File: src/rtl/axi_lite_master_1txn.sv
// -----------------------------------------------------------------------------
// axi_lite_master_1txn
// Self-starting AXI4-Lite master. After reset release it writes
// C_TRANSACTIONS_NUM words (addr C_START_ADDR + 4*i, data C_START_DATA + i),
// then reads the same addresses back in order, one transaction at a time.
// WCOMPLETE / RCOMPLETE are sticky until reset.
//
// Ports
//   M_AXI_ACLK, M_AXI_ARESETN : clock, asynchronous active-low reset
//   WCOMPLETE, RCOMPLETE      : sticky phase-done flags
//   M_AXI_AW* / W* / B*       : write address, data and response channels
//   M_AXI_AR* / R*            : read address and data channels
// BRESP / RRESP / RDATA are accepted but never inspected.
// -----------------------------------------------------------------------------
module axi_lite_master_1txn #(
    parameter int                              C_TRANSACTIONS_NUM = 1,
    parameter int                              C_M_AXI_ADDR_WIDTH = 32,
    parameter int                              C_M_AXI_DATA_WIDTH = 32,
    parameter logic [C_M_AXI_ADDR_WIDTH-1:0]   C_START_ADDR       = '0,
    parameter logic [C_M_AXI_DATA_WIDTH-1:0]   C_START_DATA       = C_M_AXI_DATA_WIDTH'(1)
) (
    input  logic                              M_AXI_ACLK,
    input  logic                              M_AXI_ARESETN,
    output logic                              WCOMPLETE,
    output logic                              RCOMPLETE,
    output logic [C_M_AXI_ADDR_WIDTH-1:0]     M_AXI_AWADDR,
    output logic [2:0]                        M_AXI_AWPROT,
    output logic                              M_AXI_AWVALID,
    input  logic                              M_AXI_AWREADY,
    output logic [C_M_AXI_DATA_WIDTH-1:0]     M_AXI_WDATA,
    output logic [C_M_AXI_DATA_WIDTH/8-1:0]   M_AXI_WSTRB,
    output logic                              M_AXI_WVALID,
    input  logic                              M_AXI_WREADY,
    input  logic [1:0]                        M_AXI_BRESP,
    input  logic                              M_AXI_BVALID,
    output logic                              M_AXI_BREADY,
    output logic [C_M_AXI_ADDR_WIDTH-1:0]     M_AXI_ARADDR,
    output logic [2:0]                        M_AXI_ARPROT,
    output logic                              M_AXI_ARVALID,
    input  logic                              M_AXI_ARREADY,
    input  logic [C_M_AXI_DATA_WIDTH-1:0]     M_AXI_RDATA,
    input  logic [1:0]                        M_AXI_RRESP,
    input  logic                              M_AXI_RVALID,
    output logic                              M_AXI_RREADY
);

    localparam int AW = C_M_AXI_ADDR_WIDTH;
    localparam int DW = C_M_AXI_DATA_WIDTH;
    // 9 bits hold the count up to and including 256
    localparam int IW = 9;
    localparam logic [IW-1:0] LAST_CNT = IW'(C_TRANSACTIONS_NUM);

    typedef enum logic [2:0] {
        S_IDLE, S_WR_ADDR_DATA, S_WR_RESP, S_RD_ADDR, S_RD_DATA, S_DONE
    } state_t;

    state_t          r_state, w_state_nxt;
    logic [IW-1:0]   r_idx, w_idx_nxt, w_idx_inc;
    logic            r_awvalid, w_awvalid_nxt;
    logic            r_wvalid, w_wvalid_nxt;
    logic            r_aw_done, w_aw_done_nxt;
    logic            r_w_done, w_w_done_nxt;
    logic            r_bready, w_bready_nxt;
    logic            r_arvalid, w_arvalid_nxt;
    logic            r_rready, w_rready_nxt;
    logic            r_wcomplete, w_wcomplete_nxt;
    logic            r_rcomplete, w_rcomplete_nxt;
    logic [AW-1:0]   r_awaddr, w_awaddr_nxt;
    logic [AW-1:0]   r_araddr, w_araddr_nxt;
    logic [DW-1:0]   r_wdata, w_wdata_nxt;

    logic w_aw_hs, w_w_hs, w_b_hs, w_ar_hs, w_r_hs;
    logic w_aw_ok, w_w_ok, w_last;
    logic w_unused_inputs;

    function automatic logic [AW-1:0] f_addr(input logic [IW-1:0] i);
        return C_START_ADDR + (AW'(i) << 2);
    endfunction

    function automatic logic [DW-1:0] f_data(input logic [IW-1:0] i);
        return C_START_DATA + DW'(i);
    endfunction

    assign w_aw_hs   = r_awvalid & M_AXI_AWREADY;
    assign w_w_hs    = r_wvalid  & M_AXI_WREADY;
    assign w_b_hs    = r_bready  & M_AXI_BVALID;
    assign w_ar_hs   = r_arvalid & M_AXI_ARREADY;
    assign w_r_hs    = r_rready  & M_AXI_RVALID;
    // AW and W may complete in either order; remember whichever came first
    assign w_aw_ok   = r_aw_done | w_aw_hs;
    assign w_w_ok    = r_w_done  | w_w_hs;
    assign w_idx_inc = r_idx + IW'(1);
    assign w_last    = (w_idx_inc == LAST_CNT);

    assign w_unused_inputs = ^{M_AXI_BRESP, M_AXI_RRESP, M_AXI_RDATA};

    // ---------------- state register ----------------
    always_ff @(posedge M_AXI_ACLK or negedge M_AXI_ARESETN) begin
        if (!M_AXI_ARESETN) r_state <= S_IDLE;
        else                r_state <= w_state_nxt;
    end

    // ---------------- next state ----------------
    always_comb begin
        w_state_nxt = r_state;
        case (r_state)
            S_IDLE:         w_state_nxt = S_WR_ADDR_DATA;
            S_WR_ADDR_DATA: if (w_aw_ok && w_w_ok) w_state_nxt = S_WR_RESP;
            S_WR_RESP:      if (w_b_hs) w_state_nxt = w_last ? S_RD_ADDR : S_WR_ADDR_DATA;
            S_RD_ADDR:      if (w_ar_hs) w_state_nxt = S_RD_DATA;
            S_RD_DATA:      if (w_r_hs) w_state_nxt = w_last ? S_DONE : S_RD_ADDR;
            S_DONE:         w_state_nxt = S_DONE;
            default:        w_state_nxt = S_IDLE;
        endcase
    end

    // ---------------- outputs (next values of the registered bus signals) ----------------
    always_comb begin
        w_idx_nxt       = r_idx;
        w_awvalid_nxt   = r_awvalid;
        w_wvalid_nxt    = r_wvalid;
        w_aw_done_nxt   = r_aw_done;
        w_w_done_nxt    = r_w_done;
        w_bready_nxt    = r_bready;
        w_arvalid_nxt   = r_arvalid;
        w_rready_nxt    = r_rready;
        w_wcomplete_nxt = r_wcomplete;
        w_rcomplete_nxt = r_rcomplete;
        w_awaddr_nxt    = r_awaddr;
        w_araddr_nxt    = r_araddr;
        w_wdata_nxt     = r_wdata;
        case (r_state)
            S_IDLE: begin
                w_awvalid_nxt = 1'b1;
                w_wvalid_nxt  = 1'b1;
                w_aw_done_nxt = 1'b0;
                w_w_done_nxt  = 1'b0;
                w_awaddr_nxt  = f_addr('0);
                w_wdata_nxt   = f_data('0);
            end
            S_WR_ADDR_DATA: begin
                if (w_aw_hs) begin
                    w_awvalid_nxt = 1'b0;
                    w_aw_done_nxt = 1'b1;
                end
                if (w_w_hs) begin
                    w_wvalid_nxt = 1'b0;
                    w_w_done_nxt = 1'b1;
                end
                // BREADY only after both address and data are accepted
                if (w_aw_ok && w_w_ok) w_bready_nxt = 1'b1;
            end
            S_WR_RESP: begin
                if (w_b_hs) begin
                    w_bready_nxt = 1'b0;
                    if (w_last) begin
                        w_wcomplete_nxt = 1'b1;
                        w_idx_nxt       = '0;
                        w_arvalid_nxt   = 1'b1;
                        w_araddr_nxt    = f_addr('0);
                    end else begin
                        w_idx_nxt     = w_idx_inc;
                        w_awvalid_nxt = 1'b1;
                        w_wvalid_nxt  = 1'b1;
                        w_aw_done_nxt = 1'b0;
                        w_w_done_nxt  = 1'b0;
                        w_awaddr_nxt  = f_addr(w_idx_inc);
                        w_wdata_nxt   = f_data(w_idx_inc);
                    end
                end
            end
            S_RD_ADDR: begin
                if (w_ar_hs) begin
                    w_arvalid_nxt = 1'b0;
                    w_rready_nxt  = 1'b1;
                end
            end
            S_RD_DATA: begin
                if (w_r_hs) begin
                    w_rready_nxt = 1'b0;
                    if (w_last) begin
                        w_rcomplete_nxt = 1'b1;
                    end else begin
                        w_idx_nxt     = w_idx_inc;
                        w_arvalid_nxt = 1'b1;
                        w_araddr_nxt  = f_addr(w_idx_inc);
                    end
                end
            end
            default: ;
        endcase
    end

    always_ff @(posedge M_AXI_ACLK or negedge M_AXI_ARESETN) begin
        if (!M_AXI_ARESETN) begin
            r_idx       <= '0;
            r_awvalid   <= 1'b0;
            r_wvalid    <= 1'b0;
            r_aw_done   <= 1'b0;
            r_w_done    <= 1'b0;
            r_bready    <= 1'b0;
            r_arvalid   <= 1'b0;
            r_rready    <= 1'b0;
            r_wcomplete <= 1'b0;
            r_rcomplete <= 1'b0;
            r_awaddr    <= '0;
            r_araddr    <= '0;
            r_wdata     <= '0;
        end else begin
            r_idx       <= w_idx_nxt;
            r_awvalid   <= w_awvalid_nxt;
            r_wvalid    <= w_wvalid_nxt;
            r_aw_done   <= w_aw_done_nxt;
            r_w_done    <= w_w_done_nxt;
            r_bready    <= w_bready_nxt;
            r_arvalid   <= w_arvalid_nxt;
            r_rready    <= w_rready_nxt;
            r_wcomplete <= w_wcomplete_nxt;
            r_rcomplete <= w_rcomplete_nxt;
            r_awaddr    <= w_awaddr_nxt;
            r_araddr    <= w_araddr_nxt;
            r_wdata     <= w_wdata_nxt;
        end
    end

    assign WCOMPLETE     = r_wcomplete;
    assign RCOMPLETE     = r_rcomplete;
    assign M_AXI_AWADDR  = r_awaddr;
    assign M_AXI_AWPROT  = 3'b000;
    assign M_AXI_AWVALID = r_awvalid;
    assign M_AXI_WDATA   = r_wdata;
    assign M_AXI_WSTRB   = '1;
    assign M_AXI_WVALID  = r_wvalid;
    assign M_AXI_BREADY  = r_bready;
    assign M_AXI_ARADDR  = r_araddr;
    assign M_AXI_ARPROT  = 3'b000;
    assign M_AXI_ARVALID = r_arvalid;
    assign M_AXI_RREADY  = r_rready;

endmodule

File: config.mk
export PLATFORM = sky130hd
export DESIGN_NAME = axi_lite_master_1txn
export DESIGN_NICKNAME = d
export VERILOG_FILES = /design/src/rtl/axi_lite_master_1txn.sv
export SDC_FILE = /design/constraint.sdc
export NUM_CORES = 1
export LEC_CHECK = 0
export ABC_AREA = 0
export CORE_MARGIN = 5
export CORE_UTILIZATION = 35
export DETAILED_ROUTE_END_ITERATION = 8
export PLACE_DENSITY = 0.66
export SYNTH_ARGS = -nofsm -noshare
export SYNTH_HDL_FRONTEND = slang
export SYNTH_SLANG_ARGS = --single-unit
File: constraint.sdc
create_clock -name M_AXI_ACLK -period 3.9 [get_ports M_AXI_ACLK]
set_clock_uncertainty 0.1 [all_clocks]
set_input_delay 0.78 -clock M_AXI_ACLK [delete_from_list [all_inputs] [get_ports M_AXI_ACLK]]
set_output_delay 0.78 -clock M_AXI_ACLK [all_outputs]
set_load 0.05 [all_outputs]
==> flow_metrics.env <==
export IMPL_status="finished clean"
export IMPL_drt_wirelength_per_cell_um=13.2
export IMPL_path_clk_slew_ns=0.09
export IMPL_via_per_inst=4.42
export IMPL_yosysMostFrequentCell="buf_4"
export IMPL_clockBufferDepth=2
export IMPL_grt_ovfl_total=0
export IMPL_finalWeightedCongestion=0.891
export IMPL_rsz0062_at_grt="false"
export IMPL_critPathRequiredTime_ns=3.99
export IMPL_start_util_pct=35.5
export IMPL_ys_types=62
export IMPL_ir_drop_mv=0.157
export IMPL_vias=2318
export IMPL_post_cts_buffers=0
export IMPL_cts_tree="built"
export IMPL_ant_nets=0
export IMPL_synth_edff_count=0
export IMPL_start_kind="register"
export IMPL_ios=156
export IMPL_grt_pass1_vias=2163
export IMPL_cts_buffers=5
export IMPL_drive_gt1_share_pct=11.5
export IMPL_cap_viol_max_count=0
export IMPL_powerDensity_nw_per_um2=287
export IMPL_cp_data_arrival_time_ns=3.05
export IMPL_grt_pass1_wl_um=10800
export IMPL_clk_latency_ns=0.31
export IMPL_synth_flop_cell="dfrtp_1"
export IMPL_tightest_slew_ns=1.08
export IMPL_avgSynthCellArea_sq_um=9.65
export IMPL_ys_seq_area_share_pct=35.7
export IMPL_core_area_sq_um=9680
export IMPL_cts_resized=0
export IMPL_seq_area_sq_um=1230
export IMPL_yosysTopAreaCell="dfrtp_1"
export IMPL_finalCritPeriodShare_pct=75.8
export IMPL_end_kind="register"
export IMPL_grt_max_degree=50
export IMPL_synth_common_cells="buf_4, dfrtp_1, nor2_1"
export IMPL_ys_async_sr_fraction_pct=100
export IMPL_syn_to_final_growth_pct=8.77
export IMPL_grt_use_total_pct=11.3
export IMPL_critical_path_class="register to register"
export IMPL_rows=36
export IMPL_nNetsFinal=437
export IMPL_synthesis_instances=356
export IMPL_finalWirelength_um=6910
export IMPL_clock_sinks=49
export IMPL_yosysWarnings=0
export IMPL_antenna_diode_count=0
export IMPL_route_detailed_drc=0
export IMPL_n_fill_cell=994
export IMPL_critPathMaxFanout=15
export IMPL_multi_input_area_sq_um=1760
export IMPL_syn_area_sq_um=3440
export IMPL_ys_ff_latch=49
export IMPL_ctsHoldBuffers=0
export IMPL_die_w_um=109
export IMPL_synth_area_leaders="dfrtp_1, buf_4, mux2_4"
export IMPL_relSlewSlack_pct=27.8
export IMPL_p_total_mw=1.07
export IMPL_htree_levels=2
export IMPL_yosysTopAreaCellShare_pct=35.7
export IMPL_drt_iter0_drc=88
export IMPL_fin_crit_ns=2.95
export IMPL_worstHoldPathType="register to register"
export IMPL_p_leak_nw=1.72
export IMPL_first_pass_iters=4
export IMPL_port_buffers=41
export IMPL_antenna_found_initial=0
export IMPL_cts_root_buf="clkbuf_8"
export IMPL_die_h_um=109
export IMPL_dp_hpwl_um=5250
export IMPL_rrSetupSlack_ns=0.95
export IMPL_setup_violations=0
export IMPL_max_freq_mhz=338
export IMPL_final_max_slew_violation_count=0
export IMPL_tns_ns=0
export IMPL_finalHoldViolCount=0
export IMPL_die_area_sq_um=11900
-- layout make-up --
cell class                 count  share of cell area [%]
clock buffer                   7                    2.31
timing repair buffer          44                    11.4
tap                          133                    4.45
clock inverter                 1                   0.803
sequential                    49                    32.8
multi-input combinational    279                    47.0
inverter                      12                    1.20
-- sequential cells by signal, summed over array words and instances (netlist names), 3 cells and up --
name          cells
M_AXI_ARADDR      9
r_idx             9
r_state           3
M_AXI_AWADDR      9
M_AXI_WDATA      10
-- stage by stage --
stage / hold slack [ns] / area, sq um / setup WS, ns / util (%) / cells
after floorplan: 0.367 / 3720 / 1.50 / - / 432
after global routing: 0.411 / 3740 / 0.730 / 38.6 / 525
final: 0.386 / 3740 / 0.945 / 38.6 / 525
after detailed placement: 0.367 / 3620 / 0.957 / 37.4 / 517
after global placement: 0.364 / 3620 / 1.00 / 37.4 / 517
after CTS: 0.394 / 3740 / 0.955 / 38.6 / 525
-- per-layer routing --
| layer | part of all wire (%) | GRT usage, % |
|---|---|---|
| met1 | 46 | 15.8 |
| met2 | 47 | 18.1 |
| met3 | 6.6 | 2.61 |
| met4 | 0.69 | 1.80 |
| met5 | 0 | 0 |
-- placed cells by master, fill, tap and decap left out, types with 2 or more instances in the layout --
| master | Yosys | layout |
|---|---|---|
| conb_1 | 2 | 78 |
| dfrtp_1 | 49 | 49 |
| clkdlybuf4s50_1 | 0 | 40 |
| nor2_1 | 33 | 33 |
| nand2_1 | 24 | 24 |
| mux2_4 | 19 | 19 |
| xnor2_1 | 13 | 13 |
| inv_1 | 12 | 12 |
| nand3_1 | 11 | 11 |
| a21oi_1 | 10 | 10 |
| o21ai_0 | 10 | 10 |
| xor2_1 | 7 | 7 |
| clkbuf_8 | 0 | 6 |
| o21bai_1 | 5 | 5 |
| mux2i_1 | 5 | 5 |
| nor3_1 | 4 | 4 |
| and3_1 | 3 | 3 |
| and3b_1 | 3 | 3 |
| o22ai_1 | 3 | 3 |
| ha_1 | 3 | 3 |
| buf_4 | 79 | 3 |
| nand4_1 | 2 | 2 |
| a21boi_0 | 2 | 2 |
| nor3b_2 | 2 | 2 |
| and2_1 | 2 | 2 |
| nand3b_1 | 2 | 2 |
| nand2b_1 | 2 | 2 |
| a21o_1 | 2 | 2 |
| a31oi_1 | 2 | 2 |
| nor3b_1 | 2 | 2 |
-- critical path, cell delays in order (launching register included) --
cell and delay (ns):
dfrtp_1 0.71, ha_1 0.26, nand3_1 0.10, xor2_1 0.44, o211a_1 0.34, nand2_2 0.18
o21bai_1 0.17, buf_4 0.23, mux2_4 0.32
-- final timing paths --
check | startpoint | end | cells after the start
max | r_idx[0] | M_AXI_ARADDR[10] | 8
min | WCOMPLETE | WCOMPLETE | 1
max reg2reg | r_idx[0] | M_AXI_ARADDR[10] | 8
min reg2reg | WCOMPLETE | WCOMPLETE | 1
max in group asynchronous | M_AXI_ARESETN | M_AXI_WVALID | 1
min in group asynchronous | M_AXI_ARESETN | M_AXI_ARADDR[6] | 1
-- power breakdown --
group / internal, mW / switching (mW) / leakage (nW)
registers: 0.508 / 0 / 0.638
clock network: 0.209 / 0.173 / 0.0585
logic: 0.00503 / 0.176 / 1.02
-- kinds of logic after synthesis --
logic type                 count (synthesis)  share of synthesized area (%)
adders and majority gates                  3                           1.09
muxes                                     25                           10.1
AOI/OAI and AO/OA                         54                           11.2
buffers and inverters                    104                           21.5
other                                      2                          0.219
xor gates and xnor gates                  20                           5.10
and+or+nand+nor                           99                           15.1
DFF                                       49                           35.7
Power figures use the tool's default switching activity.
